## src/rtl/fp_div_pkg.sv

```systemverilog
// Shared definitions for the FP divider back end: special-result codes,
// IEEE-754 single constants and the round/pack stage state encoding.
package fp_div_pkg;

    localparam int unsigned QW_DEF    = 27;
    localparam int unsigned EXP_W_DEF = 10;
    localparam int unsigned FRAC_W    = 23;
    localparam int unsigned EXP_BIAS  = 127;

    localparam logic [1:0] SPC_NORMAL = 2'b00;
    localparam logic [1:0] SPC_ZERO   = 2'b01;
    localparam logic [1:0] SPC_INF    = 2'b10;
    localparam logic [1:0] SPC_NAN    = 2'b11;

    localparam logic [31:0] QNAN         = 32'h7FC0_0000;
    localparam logic [7:0]  EXP_ALL_ONES = 8'hFF;

    typedef enum logic [2:0] {
        ST_IDLE,
        ST_NORM,
        ST_ROUND,
        ST_PACK,
        ST_OUT
    } state_t;

endpackage

```

## src/rtl/fp_round_ne.sv

```systemverilog
// Round-to-nearest-even on a 23-bit fraction given guard and sticky bits.
module fp_round_ne
    import fp_div_pkg::*;
(
    input  logic [FRAC_W-1:0] frac,
    input  logic              g,
    input  logic              s,
    output logic [FRAC_W-1:0] frac_rounded,
    output logic              carry,
    output logic              inexact
);

    logic          inc;
    logic [FRAC_W:0] sum;

    // Ties go to the even fraction: only an odd LSB breaks an exact half upward.
    assign inc          = g & (s | frac[0]);
    assign sum          = {1'b0, frac} + (FRAC_W + 1)'(inc);
    assign frac_rounded = sum[FRAC_W-1:0];
    assign carry        = sum[FRAC_W];
    assign inexact      = g | s;

endmodule

```

## src/rtl/fp_div_round_pack.sv

```systemverilog
// FP divider back end: normalize the raw quotient, round nearest-even and
// pack an IEEE-754 single result, with valid/ready on both sides.
module fp_div_round_pack
    import fp_div_pkg::*;
#(
    parameter int unsigned QW    = QW_DEF,
    parameter int unsigned EXP_W = EXP_W_DEF
) (
    input  logic             int_clk,
    input  logic             rst_n,
    input  logic             in_valid,
    output logic             in_ready,
    input  logic             in_sign,
    input  logic [EXP_W-1:0] in_exp,
    input  logic [QW-1:0]    in_quot,
    input  logic             in_sticky,
    input  logic [1:0]       in_special,
    output logic             out_valid,
    input  logic             out_ready,
    output logic [31:0]      out_result,
    output logic             out_overflow,
    output logic             out_underflow,
    output logic             out_inexact
);

    localparam int unsigned EW1 = EXP_W + 1;
    localparam logic signed [EW1-1:0] E_OVF = EW1'(2 * EXP_BIAS + 1);
    localparam logic signed [EW1-1:0] E_MIN = '0;

    state_t state, state_n;
    logic   in_ready_n, out_valid_n;

    logic                    sign_q;
    logic signed [EXP_W-1:0] exp_q;
    logic [QW-1:0]           quot_q;
    logic                    sticky_q;
    logic [1:0]              spc_q;

    logic [FRAC_W-1:0]       frac_q;
    logic                    g_q, s_q, inexact_q;
    logic signed [EW1-1:0]   e_q;

    logic signed [EW1-1:0]   exp_ext;
    logic [FRAC_W-1:0]       frac_n;
    logic                    g_n, s_n;
    logic signed [EW1-1:0]   e_n;

    logic [FRAC_W-1:0]       frac_rnd;
    logic                    carry_rnd, inexact_rnd;

    logic [31:0]             result_n;
    logic                    ovf_n, unf_n, inx_n;

    // State and handshake flags
    always_ff @(posedge int_clk or negedge rst_n) begin
        if (!rst_n) begin
            state     <= ST_IDLE;
            in_ready  <= 1'b1;
            out_valid <= 1'b0;
        end else begin
            state     <= state_n;
            in_ready  <= in_ready_n;
            out_valid <= out_valid_n;
        end
    end

    always_comb begin
        state_n = state;
        unique case (state)
            ST_IDLE:  if (in_valid) state_n = ST_NORM;
            ST_NORM:  state_n = ST_ROUND;
            ST_ROUND: state_n = ST_PACK;
            ST_PACK:  state_n = ST_OUT;
            ST_OUT:   if (out_ready) state_n = ST_IDLE;
            default:  state_n = ST_IDLE;
        endcase
        in_ready_n  = (state_n == ST_IDLE);
        out_valid_n = (state_n == ST_OUT);
    end

    // Normalize: a quotient below 1.0 has one more leading fraction bit to drop
    assign exp_ext = EW1'(exp_q);

    always_comb begin
        if (quot_q[QW-1]) begin
            frac_n = quot_q[QW-2:QW-24];
            g_n    = quot_q[QW-25];
            s_n    = (|quot_q[QW-26:0]) | sticky_q;
            e_n    = exp_ext;
        end else begin
            frac_n = quot_q[QW-3:QW-25];
            g_n    = quot_q[QW-26];
            s_n    = (|quot_q[QW-27:0]) | sticky_q;
            e_n    = exp_ext - EW1'(1);
        end
    end

    fp_round_ne u_round (
        .frac         (frac_q),
        .g            (g_q),
        .s            (s_q),
        .frac_rounded (frac_rnd),
        .carry        (carry_rnd),
        .inexact      (inexact_rnd)
    );

    // Pack with specials taking precedence over range saturation
    always_comb begin
        result_n = {sign_q, e_q[7:0], frac_q};
        ovf_n    = 1'b0;
        unf_n    = 1'b0;
        inx_n    = inexact_q;
        unique case (spc_q)
            SPC_NAN: begin
                result_n = QNAN;
                inx_n    = 1'b0;
            end
            SPC_INF: begin
                result_n = {sign_q, EXP_ALL_ONES, {FRAC_W{1'b0}}};
                inx_n    = 1'b0;
            end
            SPC_ZERO: begin
                result_n = {sign_q, 31'b0};
                inx_n    = 1'b0;
            end
            SPC_NORMAL: begin
                if (e_q >= E_OVF) begin
                    result_n = {sign_q, EXP_ALL_ONES, {FRAC_W{1'b0}}};
                    ovf_n    = 1'b1;
                end else if (e_q <= E_MIN) begin
                    result_n = {sign_q, 31'b0};
                    unf_n    = 1'b1;
                end
            end
            default: ;
        endcase
    end

    // Pipeline datapath, each step enabled by its state
    always_ff @(posedge int_clk or negedge rst_n) begin
        if (!rst_n) begin
            sign_q        <= 1'b0;
            exp_q         <= '0;
            quot_q        <= '0;
            sticky_q      <= 1'b0;
            spc_q         <= SPC_NORMAL;
            frac_q        <= '0;
            g_q           <= 1'b0;
            s_q           <= 1'b0;
            e_q           <= '0;
            inexact_q     <= 1'b0;
            out_result    <= '0;
            out_overflow  <= 1'b0;
            out_underflow <= 1'b0;
            out_inexact   <= 1'b0;
        end else begin
            unique case (state)
                ST_IDLE: begin
                    if (in_valid) begin
                        sign_q   <= in_sign;
                        exp_q    <= in_exp;
                        quot_q   <= in_quot;
                        sticky_q <= in_sticky;
                        spc_q    <= in_special;
                    end
                end
                ST_NORM: begin
                    frac_q <= frac_n;
                    g_q    <= g_n;
                    s_q    <= s_n;
                    e_q    <= e_n;
                end
                ST_ROUND: begin
                    frac_q    <= frac_rnd;
                    e_q       <= e_q + EW1'(carry_rnd);
                    inexact_q <= inexact_rnd;
                end
                ST_PACK: begin
                    out_result    <= result_n;
                    out_overflow  <= ovf_n;
                    out_underflow <= unf_n;
                    out_inexact   <= inx_n;
                end
                default: ;
            endcase
        end
    end

endmodule

```

## config.mk

```make
export PLATFORM = sky130hd
export DESIGN_NAME = fp_div_round_pack
export DESIGN_NICKNAME = d
export VERILOG_FILES = /design/src/rtl/fp_div_pkg.sv /design/src/rtl/fp_round_ne.sv /design/src/rtl/fp_div_round_pack.sv
export SDC_FILE = /design/constraint.sdc
export NUM_CORES = 1
export LEC_CHECK = 0
export BUFFER_PORTS_ARGS = -buffer_cell sky130_fd_sc_hd__buf_2
export CORE_MARGIN = 4
export CORE_UTILIZATION = 25
export CTS_CLUSTER_DIAMETER = 120
export DETAILED_ROUTE_END_ITERATION = 12
export PLACE_DENSITY = 0.47
export SLEW_MARGIN = 25
export SYNTH_ARGS = -nofsm -noshare
export SYNTH_HDL_FRONTEND = slang
export SYNTH_SLANG_ARGS = --single-unit
```

## constraint.sdc

```tcl
create_clock -name int_clk -period 3.15 [get_ports int_clk]
set_input_delay 0.315 -clock int_clk [delete_from_list [all_inputs] [get_ports int_clk]]
set_output_delay 0.315 -clock int_clk [all_outputs]
set_load 0.03 [all_outputs]
```

==> results.cfg <==
[final_layout]
drive_above_1_share_pct = 29.19
multi_input_area_sq_mm = 0.002531
fill_cells = 2261
nets = 633
seq_area_sq_mm = 0.002954
syn2layout_area_growth_pct = 21.71

[routing]
via_count = 4358
dr.pass1.iters = 5
drtAntennaViolNets = 0
drt-total-wl_um = 15020
drtIter0Drc = 312
wl_per_cell_um = 17.12
route.detailed.drc = 0
via_per_inst = 4.969

[logic_synthesis]
synthTopCellsByArea = dfrtp_1 (52%), mux2_2 (8.5%), a211oi_1 (3.7%)
yosysMostFrequentCell = dfrtp_1
synth_top_area_cell = dfrtp_1
syn_avg_cell_area_sq_um = 11.20
synth_top_cell_area_share_pct = 51.68
ys.warnings.count = 0
syn-num-nets = 556
synth_ff_type = dfrtp_1
synth_seq_cells = 118
yosysSeqAreaShare_pct = 52.14
syn_area_sq_mm = 0.005665
synth_cells = 506
ys_types = 62
ys_async_sr_fraction_pct = 100.0
synth_edf_count = 0
synth_commonest_cells = dfrtp_1 (117), nand2_1 (44), mux2_2 (43)

[grt]
antenna_found_initial = 6
grt_max_degree = 51
met3_usage_pct = 4.213
grt-ovfl-total = 0
grt_pass1_wl_um = 24170
use_met1_pct = 18.16
first_global_vias = 4204
met2_usage_pct = 16.64
top_usage_layer = met1
track_usage_pct = 12.32

[timing]
hold_viol = 0
setup_ws_ns = 0.4378
tns_ns = 0
finalClockSkew_ns = 0.01042
drv_slew = 0
grt_setup_unrepaired = false
post-route-period-util_pct = 86.10
setup_viol = 0
fmax_mhz = 368.7
period_minus_slack_ns = 2.712
worst_pin_slew_ns = 0.9805
slew_headroom_pct = 34.63
holdWs_ns = 0.1365

[clock_network]
clock_latency_ns = 0.41
htreeDepth = 4
cts_buffers = 17
tritoncts = built
cts_sinks = 118
cts-root-buf = clkbuf_16
cts_buffer_depth = 2
clk_pin_slew_ns = 0.05
ctsResizeCount = 0

[pwr]
leakagePower_uw = 0.002970
power_density_mw_per_mm2 = 1074
peakVddDrop_mv = 0.4083

[job]
maxCapViolCount = 0

[worst_setup_path]
crit_path_start_kind = flop
crit_top_cell = ha_1
critPathArrivalTime_ns = 3.06
crit_fanout = 5
cp_top_family = simple AND/OR/NAND/NOR gates
critPathRequiredTime_ns = 3.50
end_kind = flop
path_cells = o21a_1, ha_1, nand3_1, nor2_1, nand4_1, nor2_1, ha_1, ha_1, and4_1, nor3b_1, mux2i_1, o31a_1
reg2regPathDepth = 12
critPathSlowestCell = dfrtp_1
cp.depth = 12
slowest_delay_ns = 0.38
path_class = flop to flop
crit_buf_inv = 0

[floorplan]
coreArea_sq_mm = 0.02203
die_area_sq_mm = 0.02513
fp.dieH_um = 158.5
fp-row-count = 54
die_x_um = 158.5
ios = 82
start_util_pct = 25.72

[placed_design]
place.gp.congestion = 0.8162
port-buffer-count = 81
dp_slack_ns = 0.3842
dp_hpwl_um = 10950

[min_path]
holdPathStages = 2
min_path_type = primary input to flop

[run_status]
status = completed
[where the power goes]
part / internal, uW / leakage (uW) / total (uW) / switching, uW
Clock: 1060 / 0.000255 / 1700 / 638
Sequential: 2200 / 0.00144 / 2930 / 734
Combinational: 1210 / 0.00128 / 2780 / 1570
[routing by layer]
| layer | part of all wire (%) | routed length, um |
|---|---|---|
| met2 | 41 | 6177 |
| met4 | 1.4 | 209 |
| met3 | 7.1 | 1071 |
| met5 | 0.24 | 36 |
| met1 | 50 | 7521 |
[per-stage QoR]
stage / cell area (sq um) / total power, uW / cells / util, %
finish: 6895 / 7405 / 877 / 31.31
global route: 6895 / 7975 / 877 / 31.31
CTS: 6893 / 7493 / 876 / 31.29
detailed placement: 6362 / 5748 / 843 / 28.89
global placement: 6362 / 5664 / 843 / 28.89
floorplan: 5665 / 4896 / 506 / -
[worst paths after layout]
kind	start	to	slack (ns)
worst max-delay path	frac_q[0]$_DFFE_PN0P_	e_q[8]$_DFFE_PN0P_	0.44
worst min-delay path	in_quot[13]	quot_q[13]$_DFFE_PN0P_	0.14
worst max register to register	frac_q[0]$_DFFE_PN0P_	e_q[8]$_DFFE_PN0P_	0.44
worst min register to register	out_underflow$_DFFE_PN0N_	out_underflow$_DFFE_PN0N_	0.46
max in group asynchronous	rst_n	in_ready$_DFF_PN1_	1.87
min in group asynchronous	rst_n	quot_q[9]$_DFFE_PN0P_	0.47
[logic make-up (layout without fill, tap and decap cells)]
logic type,after synthesis,in the layout,synth area share [%]
xor+xnor,7,7,1.082
simple gates,151,151,14.53
other cells,0,1,0
compound gates,132,132,17.25
fa+ha+maj,5,5,1.104
buf+inv,39,129,3.379
flops,118,118,52.14
mux,54,54,10.51
[state kept, by name, summed over array words and instances, names as in the netlist]
signal,flops
g_q,1
out_result,32
out_underflow,1
e_q,11
spc_q,2
state,3
s_q,1
sign_q,1
frac_q,23
exp_q,10
inexact_q,1
out_valid,1
in_ready,1
quot_q,27
sticky_q,1
out_inexact,1
out_overflow,1
[layout by cell type (no fill, tap or decap), types with 8 or more instances in the layout]
master	Yosys	layout
a311oi_1	14	14
mux2_2	43	43
nand2_1	44	44
mux2i_1	10	10
o21ai_0	26	26
a22o_1	22	22
clkbuf_16	0	17
buf_4	4	9
buf_2	12	80
nor2b_1	11	11
a21oi_1	8	8
nor2_1	29	29
a211oi_1	28	28
nand3_1	10	10
dfrtp_1	117	117
[area by class of cell]
cell class	count	share of cell area, %
antenna	1	0.03629
clock buffer	27	7.149
tap	280	5.081
sequential	118	42.84
inverter	5	0.2722
clock inverter	5	0.3992
multi-input combinational	349	36.71
timing repair buffer	92	7.512
[worst register-to-register path, delay by kind of cell, from the launching register on]
family,cells,cell delay [ns]
compound gates,2,0.29
mux,1,0.24
simple gates,6,1.18
flops,1,0.38
fa+ha+maj,3,0.55
[repair_timing]
action                                 CTS  global route
setup buffers                            0             0
endpoints found under the hold margin   47             0
hold buffers                             1             0
No activity file was read; power rests on OpenSTA's default activity.
